### src/rtl/lane_gene_pkg.sv
// Shared gene layout, identifiers, LFSR constants and sequencer state encoding
// for the genome-lane add-node mutation path.
package lane_gene_pkg;

  localparam int unsigned GENE_SZ = 64;
  localparam int unsigned ATTR_SZ = 8;
  localparam int unsigned CNT_W   = 16;

  localparam int unsigned GID_LSB  = 56;
  localparam int unsigned ID_LSB   = 48;
  localparam int unsigned SRC_LSB  = 40;
  localparam int unsigned DEST_LSB = 32;
  localparam int unsigned WGT_LSB  = 24;
  localparam int unsigned EN_LSB   = 16;

  localparam logic [ATTR_SZ-1:0] ID_NODE      = 8'h00;
  localparam logic [ATTR_SZ-1:0] ID_CONN      = 8'h80;
  localparam logic [ATTR_SZ-1:0] DEFAULT_ATTR = 8'h01;
  localparam logic [ATTR_SZ-1:0] MAX_ID       = 8'hFF;

  // Right-shifting Fibonacci form of x^16+x^14+x^13+x^11+1: feedback from bits 0,2,3,5
  localparam logic [15:0] LFSR_SEED = 16'hACE1;
  localparam logic [15:0] LFSR_TAPS = 16'h002D;

  typedef enum logic [2:0] {IDLE, PASS, ORIG, NODE, C1, C2} state_e;

endpackage

### src/rtl/add_node_mutation.sv
// Forms the new node gene, the first replacement connection, and the header
// half of the second replacement connection for an add-node split.
module add_node_mutation
  import lane_gene_pkg::*;
(
  input  logic [ATTR_SZ-1:0] genome_id_i,
  input  logic [ATTR_SZ-1:0] src_i,
  input  logic [ATTR_SZ-1:0] dest_i,
  input  logic [31:0]        tail_i,
  input  logic [ATTR_SZ-1:0] max_node_id_i,
  output logic [GENE_SZ-1:0] node_gene_o,
  output logic [GENE_SZ-1:0] c1_gene_o,
  output logic [31:0]        c2_hdr_o
);

  logic [ATTR_SZ-1:0] new_id;

  always_comb begin
    new_id      = max_node_id_i + 8'd1;
    node_gene_o = {genome_id_i, ID_NODE, new_id, 8'h00,
                   DEFAULT_ATTR, DEFAULT_ATTR, DEFAULT_ATTR, DEFAULT_ATTR};
    c1_gene_o   = {genome_id_i, ID_CONN, src_i, new_id, tail_i};
    c2_hdr_o    = {genome_id_i, ID_CONN, new_id, dest_i};
  end

endmodule

### src/rtl/lane_mutation_sched.sv
// Add-node mutation sequencer: LFSR-driven split decision per connection gene,
// emitting ORIG/NODE/C1/C2 beats for splits and passing other genes through.
module lane_mutation_sched
  import lane_gene_pkg::*;
(
  input  logic               clk,
  input  logic               rst,
  input  logic               cfg_load,
  input  logic [ATTR_SZ-1:0] cfg_max_node_id,
  input  logic [ATTR_SZ-1:0] cfg_rate,
  input  logic               in_valid,
  output logic               in_ready,
  input  logic [GENE_SZ-1:0] in_gene,
  output logic               out_valid,
  input  logic               out_ready,
  output logic [GENE_SZ-1:0] out_gene,
  output logic [ATTR_SZ-1:0] max_node_id,
  output logic [CNT_W-1:0]   mut_count,
  output logic               id_sat
);

  state_e             state_q;
  logic               out_valid_q;
  logic [GENE_SZ-1:0] out_gene_q;
  logic [ATTR_SZ-1:0] gid_q, src_q, dest_q, new_id_q, max_id_q;
  logic [31:0]        tail_q;
  logic [CNT_W-1:0]   mut_q;
  logic               sat_q;
  logic [15:0]        lfsr_q, lfsr_d;

  logic               accept, eligible, split;
  logic [ATTR_SZ-1:0] prev_id;
  logic [GENE_SZ-1:0] node_gene, c1_gene;
  logic [31:0]        c2_hdr;

  always_comb begin
    in_ready = 1'b0;
    unique case (state_q)
      IDLE:    in_ready = !cfg_load;
      PASS:    in_ready = out_ready;
      default: in_ready = 1'b0;
    endcase
    accept   = in_valid && in_ready;
    eligible = in_gene[ID_LSB+7] && (lfsr_q[7:0] < cfg_rate);
    split    = eligible && (max_id_q != MAX_ID);
    lfsr_d   = {^(lfsr_q & LFSR_TAPS), lfsr_q[15:1]};
    prev_id  = new_id_q - 8'd1;
  end

  add_node_mutation u_add_node (
    .genome_id_i   (gid_q),
    .src_i         (src_q),
    .dest_i        (dest_q),
    .tail_i        (tail_q),
    .max_node_id_i (prev_id),
    .node_gene_o   (node_gene),
    .c1_gene_o     (c1_gene),
    .c2_hdr_o      (c2_hdr)
  );

  always_ff @(posedge clk) begin
    if (rst) begin
      state_q     <= IDLE;
      out_valid_q <= 1'b0;
      out_gene_q  <= '0;
      gid_q       <= '0;
      src_q       <= '0;
      dest_q      <= '0;
      tail_q      <= '0;
      new_id_q    <= '0;
      max_id_q    <= '0;
      mut_q       <= '0;
      sat_q       <= 1'b0;
      lfsr_q      <= LFSR_SEED;
    end else begin
      unique case (state_q)
        IDLE: if (cfg_load) max_id_q <= cfg_max_node_id;
        PASS: if (out_ready) begin
          state_q     <= IDLE;
          out_valid_q <= 1'b0;
        end
        ORIG: if (out_ready) begin
          state_q    <= NODE;
          out_gene_q <= node_gene;
        end
        NODE: if (out_ready) begin
          state_q    <= C1;
          out_gene_q <= c1_gene;
        end
        C1: if (out_ready) begin
          state_q    <= C2;
          out_gene_q <= {c2_hdr, DEFAULT_ATTR, DEFAULT_ATTR, 16'h0000};
        end
        C2: if (out_ready) begin
          state_q     <= IDLE;
          out_valid_q <= 1'b0;
        end
        default: state_q <= IDLE;
      endcase
      // An accept (IDLE, or PASS with a handshake) overrides the case-branch outcome
      if (accept) begin
        lfsr_q      <= lfsr_d;
        out_valid_q <= 1'b1;
        gid_q       <= in_gene[GID_LSB +: ATTR_SZ];
        src_q       <= in_gene[SRC_LSB +: ATTR_SZ];
        dest_q      <= in_gene[DEST_LSB +: ATTR_SZ];
        tail_q      <= in_gene[31:0];
        if (split) begin
          state_q    <= ORIG;
          out_gene_q <= {in_gene[63:24], 8'h00, in_gene[15:0]};
          new_id_q   <= max_id_q + 8'd1;
          max_id_q   <= max_id_q + 8'd1;
          if (mut_q != '1) mut_q <= mut_q + 16'd1;
        end else begin
          state_q    <= PASS;
          out_gene_q <= in_gene;
          if (eligible) sat_q <= 1'b1;
        end
      end
    end
  end

  assign out_valid   = out_valid_q;
  assign out_gene    = out_gene_q;
  assign max_node_id = max_id_q;
  assign mut_count   = mut_q;
  assign id_sat      = sat_q;

endmodule

### config.mk
export PLATFORM = sky130hd
export DESIGN_NAME = lane_mutation_sched
export DESIGN_NICKNAME = d
export VERILOG_FILES = /design/src/rtl/lane_gene_pkg.sv /design/src/rtl/add_node_mutation.sv /design/src/rtl/lane_mutation_sched.sv
export SDC_FILE = /design/constraint.sdc
export NUM_CORES = 1
export LEC_CHECK = 0
export CAP_MARGIN = 20
export CORE_UTILIZATION = 39
export CTS_CLUSTER_DIAMETER = 120
export DETAILED_ROUTE_END_ITERATION = 7
export PLACE_DENSITY = 0.74
export SYNTH_ARGS = -nofsm -noshare
export SYNTH_HDL_FRONTEND = slang
export SYNTH_HIERARCHICAL = 1
export SYNTH_SLANG_ARGS = --single-unit
### constraint.sdc
create_clock -name clk -period 3.2 [get_ports clk]
set_clock_uncertainty 0.2 [all_clocks]
set_input_delay 0.96 -clock clk [delete_from_list [all_inputs] [get_ports clk]]
set_output_delay 0.96 -clock clk [all_outputs]
set_load 0.01 [all_outputs]
==> Flow_metrics.wiki <==
{| class="wikitable"
! Metric !! Value
|-
| Core Footprint || 0.02347 mm^2
|-
| Max-slew violations || 0
|-
| R2R cell count || 7
|-
| Power density of the placed cells || 503.2 mW/mm^2
|-
| FMAX || 314.6 MHz
|-
| Highest fanout seen on the critical path || 2
|-
| Clock Pin Slew Worst Setup and Hold Paths || 60 ps
|-
| TritonCTS clock tree || done
|-
| Setup repair after global routing missed its margin || false
|-
| Fraction of synthesis flops using an asynchronous set or reset pin || 0%
|-
| WP data arrival || 2020 ps
|-
| Synthesized area per cell || 7.976 um^2
|-
| Type of the tightest min-delay check || flip-flop to flip-flop
|-
| Remaining routing DRC violations || 0
|-
| Result of the run || completed
|-
| Share of final-layout standard cells stronger than drive strength 1 || 8.240%
|-
| Antenna diode instance count || 0
|-
| Number of hold-slack violations in the final timing report || 0
|-
| Sequential fraction of design power || 42.1%
|-
| Worst hold path depth || 2
|-
| Number of iterations in the first detailed-routing pass || 5
|-
| Yosys cell types || 61
|-
| Area post-placement || 0.01071 mm^2
|-
| CP Launch Point || out_ready
|-
| Area delta synth->final || 21.77%
|-
| Yosys top cell by area || sky130_fd_sc_hd__dfxtp_1
|-
| Static leakage || 4.196 nW
|-
| Internal power component || 4.189 mW
|-
| Number of global-route vias before repair || 7,707
|-
| Cells taking the most area after synthesis || sky130_fd_sc_hd__dfxtp_1 37%, sky130_fd_sc_hd__buf_4 12%, sky130_fd_sc_hd__nand2_1 8.8%, sky130_fd_sc_hd__a21oi_1 7.4%, sky130_fd_sc_hd__a22oi_1 2.9%
|-
| Switching power summed over all nets || 1.520 mW
|-
| Portion of total power attributed to combinational logic || 18.6%
|-
| Routed via count || 8,061
|-
| Post-layout instance count excluding filler cells || 1,569
|-
| Worst reg2reg path startpoint || state_q[2]$_SDFFE_PP0P_
|-
| Launch point of the worst hold path || dest_q[4]$_SDFFE_PP0P_
|-
| Fraction of post-synthesis cell area in the top cell type by area || 37.17%
|-
| Chip height || 156.6 um
|-
| YS warnings || 6
|-
| Post-synthesis register bit count || 173
|-
| Clock sink total || 173
|-
| Sequential share of the synthesized area || 37.17%
|-
| Tcrit/Tclk final || 99.34%
|-
| TritonCTS Buffers || 17
|-
| Routability congestion estimate || 0.8321
|-
| Die X || 156.6 um
|-
| Number of vias per cell || 5.138
|-
| Routed WL per cell || 15.25 um
|-
| Util after Layout || 48.33%
|-
| Cells after Synth || 1,168
|-
| Type of element capturing the critical path || output pin
|-
| Time the final worst path needs with I/O delays and setup || 3179 ps
|-
| Initial antenna violation count || 1
|-
| Maximum buffer depth of the clock tree || 2
|-
| Peak ir drop on the vdd network || 0.2766 mV
|-
| # setup viols final || 0
|-
| Nature of the critical path startpoint || input pin
|-
| Worst Setup Path Type || input pin to output pin
|-
| DIE AREA || 0.02451 mm^2
|-
| Final global-route overflow total || 0
|-
| Count of input and output buffers || 175
|-
| Number of top-level pins || 176
|-
| Count of nets left with antenna violations after detail routing || 0
|-
| Initial Util || 39.69%
|-
| Switching share of power || 26.63%
|-
| Post-CTS Hold Fix Bufs || 0
|-
| Relative slew slack || 35.76%
|-
| Placement row count || 56
|-
| Iteration-0 DRC Markers || 528
|-
| Worst Tran Pin Value || 961.3 ps
|-
| Required @ worst endpoint || 2040 ps
|-
| Detailed placer's ending HPWL || 16,190 um
|-
| Number of max-cap violations || 0
|-
| Nets@finish || 1,334
|-
| Final Instance Area || 0.01134 mm^2
|-
| Prevailing post-synth register cell || sky130_fd_sc_hd__dfxtp_1
|-
| Post-synth design cell area || 0.009316 mm^2
|-
| Number of synthesized flops with an enable pin || 0
|-
| All-Layer GR Usage || 19.71%
|-
| Global-route wire length before repair || 38,610 um
|-
| Detailed-route wire length || 23,930 um
|-
| Pin count of the biggest net entering global routing || 64
|-
| Clock insertion delay at the later pin of the skew report || 430 ps
|-
| Clock share of power || 39.2%
|-
| Clock root buffer || sky130_fd_sc_hd__clkbuf_16
|-
| Cell total after placement || 1,538
|-
| H-tree lvl count || 4
|}
power by group through the flow:
stage	logic (mW)	registers, mW	clock network, mW
final	1.06	2.40	2.24
after global routing	1.17	2.42	2.38
after CTS	1.07	2.40	2.28
after detailed placement	1.07	2.45	0
after global placement	1.05	2.45	0
after floorplan	0.763	2.46	0
per-stage QoR:
step | hold slack, ps | power [mW] | setup TNS [ps] | worst slack (ps)
after floorplan | 232.1 | 3.226 | 0 | 292.7
after global placement | 237.0 | 3.494 | -6484 | -252.1
after detailed placement | 246.7 | 3.517 | -7394 | -297.5
after CTS | 255.2 | 5.749 | 0 | 21.84
after global routing | 276.8 | 5.972 | 0 | 21.46
final | 253.4 | 5.709 | 0 | 21.12
worst max-delay path, cell delays in order:
cell,delay (ps)
sky130_fd_sc_hd__clkdlybuf4s50_1,430
sky130_fd_sc_hd__and2_4,170
sky130_fd_sc_hd__o21a_1,180
sky130_fd_sc_hd__dlygate4sd2_1,280
synthesized netlist by cell type, types with 7 or more instances:
cell type and instances:
sky130_fd_sc_hd__a31oi_1 29, sky130_fd_sc_hd__a221o_1 19, sky130_fd_sc_hd__nand3_1 18, sky130_fd_sc_hd__a22oi_1 36
sky130_fd_sc_hd__a21o_1 33, sky130_fd_sc_hd__a21oi_1 138, sky130_fd_sc_hd__and3_1 10, sky130_fd_sc_hd__o31ai_1 8
sky130_fd_sc_hd__a22o_1 12, sky130_fd_sc_hd__or4_1 9, sky130_fd_sc_hd__buf_2 29, sky130_fd_sc_hd__buf_4 154
sky130_fd_sc_hd__xor2_1 9, sky130_fd_sc_hd__nand2_1 219, sky130_fd_sc_hd__nor2_1 20, sky130_fd_sc_hd__o211ai_1 13
sky130_fd_sc_hd__clkbuf_1 43, sky130_fd_sc_hd__nor2b_1 9, sky130_fd_sc_hd__o21ai_0 41, sky130_fd_sc_hd__nand3b_1 9
sky130_fd_sc_hd__ha_1 11, sky130_fd_sc_hd__nor3_1 14, sky130_fd_sc_hd__dfxtp_1 173, sky130_fd_sc_hd__inv_1 15
sky130_fd_sc_hd__buf_1 11, sky130_fd_sc_hd__xnor2_1 11, sky130_fd_sc_hd__o2bb2ai_1 7
final cells by class:
class | instances | area [um^2]
clock inverters | 9 | 158.9
flip-flops and latches | 173 | 3463
clock buffers | 22 | 474.2
multi-input cells | 805 | 4559
fillers | 2260 | 12130
inverters | 15 | 56.30
repair buffers | 226 | 2233
well taps | 319 | 399.1
flip-flops by register name, summed over array words and instances, names as in the netlist:
register / cells
lfsr_q: 16
id_sat: 1
out_valid: 1
out_gene: 64
tail_q: 32
gid_q: 8
dest_q: 8
new_id_q: 8
max_node_id: 8
state_q: 3
src_q: 8
mut_count: 16
metal layers:
metal	share of wire, %	GRT usage (%)	up-vias
met5	0	0	-
met4	1.2	4.995	0
met3	6.1	4.791	22
met2	47	32.87	237
met1	46	25.38	3777
li1	-	-	4025
path summary, 6_finish.rpt:
check / endpoint / slack, ps
worst max-delay path: in_ready / 20
worst min-delay path: dest_q[4]$_SDFFE_PP0P_ / 250
worst max register to register: out_gene[38]$_SDFFE_PP0P_ / 580
worst min register to register: dest_q[4]$_SDFFE_PP0P_ / 250
layout by cell type (no fill, tap or decap), drive strengths merged, types with 5 or more instances in the layout:
master,count
nor2b,9
clkdlybuf4s50,172
xor2,9
nand3b,9
mux2,5
nor2,23
nand3,19
or4,9
nor3b,5
a221o,19
buf,52
o31ai,8
a21oi,138
inv,16
a22oi,36
nand2b,5
a311oi,5
dfxtp,173
conb,64
ha,11
o211ai,14
nand2,219
o2bb2ai,7
xnor2,11
a31oi,29
a21o,33
nor3,15
clkbuf,22
o21ai,43
and3,10
a22o,12
timing repair:
| action | 4_1_cts | 5_1_grt |
|---|---|---|
| endpoints found under the setup margin | 1 | 1 |
| buffers inserted | 0 | 0 |
| resized for setup | 2 | 1 |
cell families (layout without fill, tap and decap cells):
| logic type | count (synthesis) | after routing | synth area share [%] |
|---|---|---|---|
| AND/OR/NAND/NOR | 343 | 343 | 16.91 |
| buffers and inverters | 252 | 272 | 16.75 |
| XOR/XNOR | 20 | 20 | 1.880 |
| flip-flops | 173 | 173 | 37.17 |
| AO/OA/AOI/OAI | 361 | 361 | 25.02 |
| other | 2 | 64 | 0.08061 |
| adder cells (fa/ha/maj) | 11 | 11 | 1.477 |
| multiplexers | 6 | 6 | 0.7118 |
No activity file was read; power rests on OpenSTA's default activity.
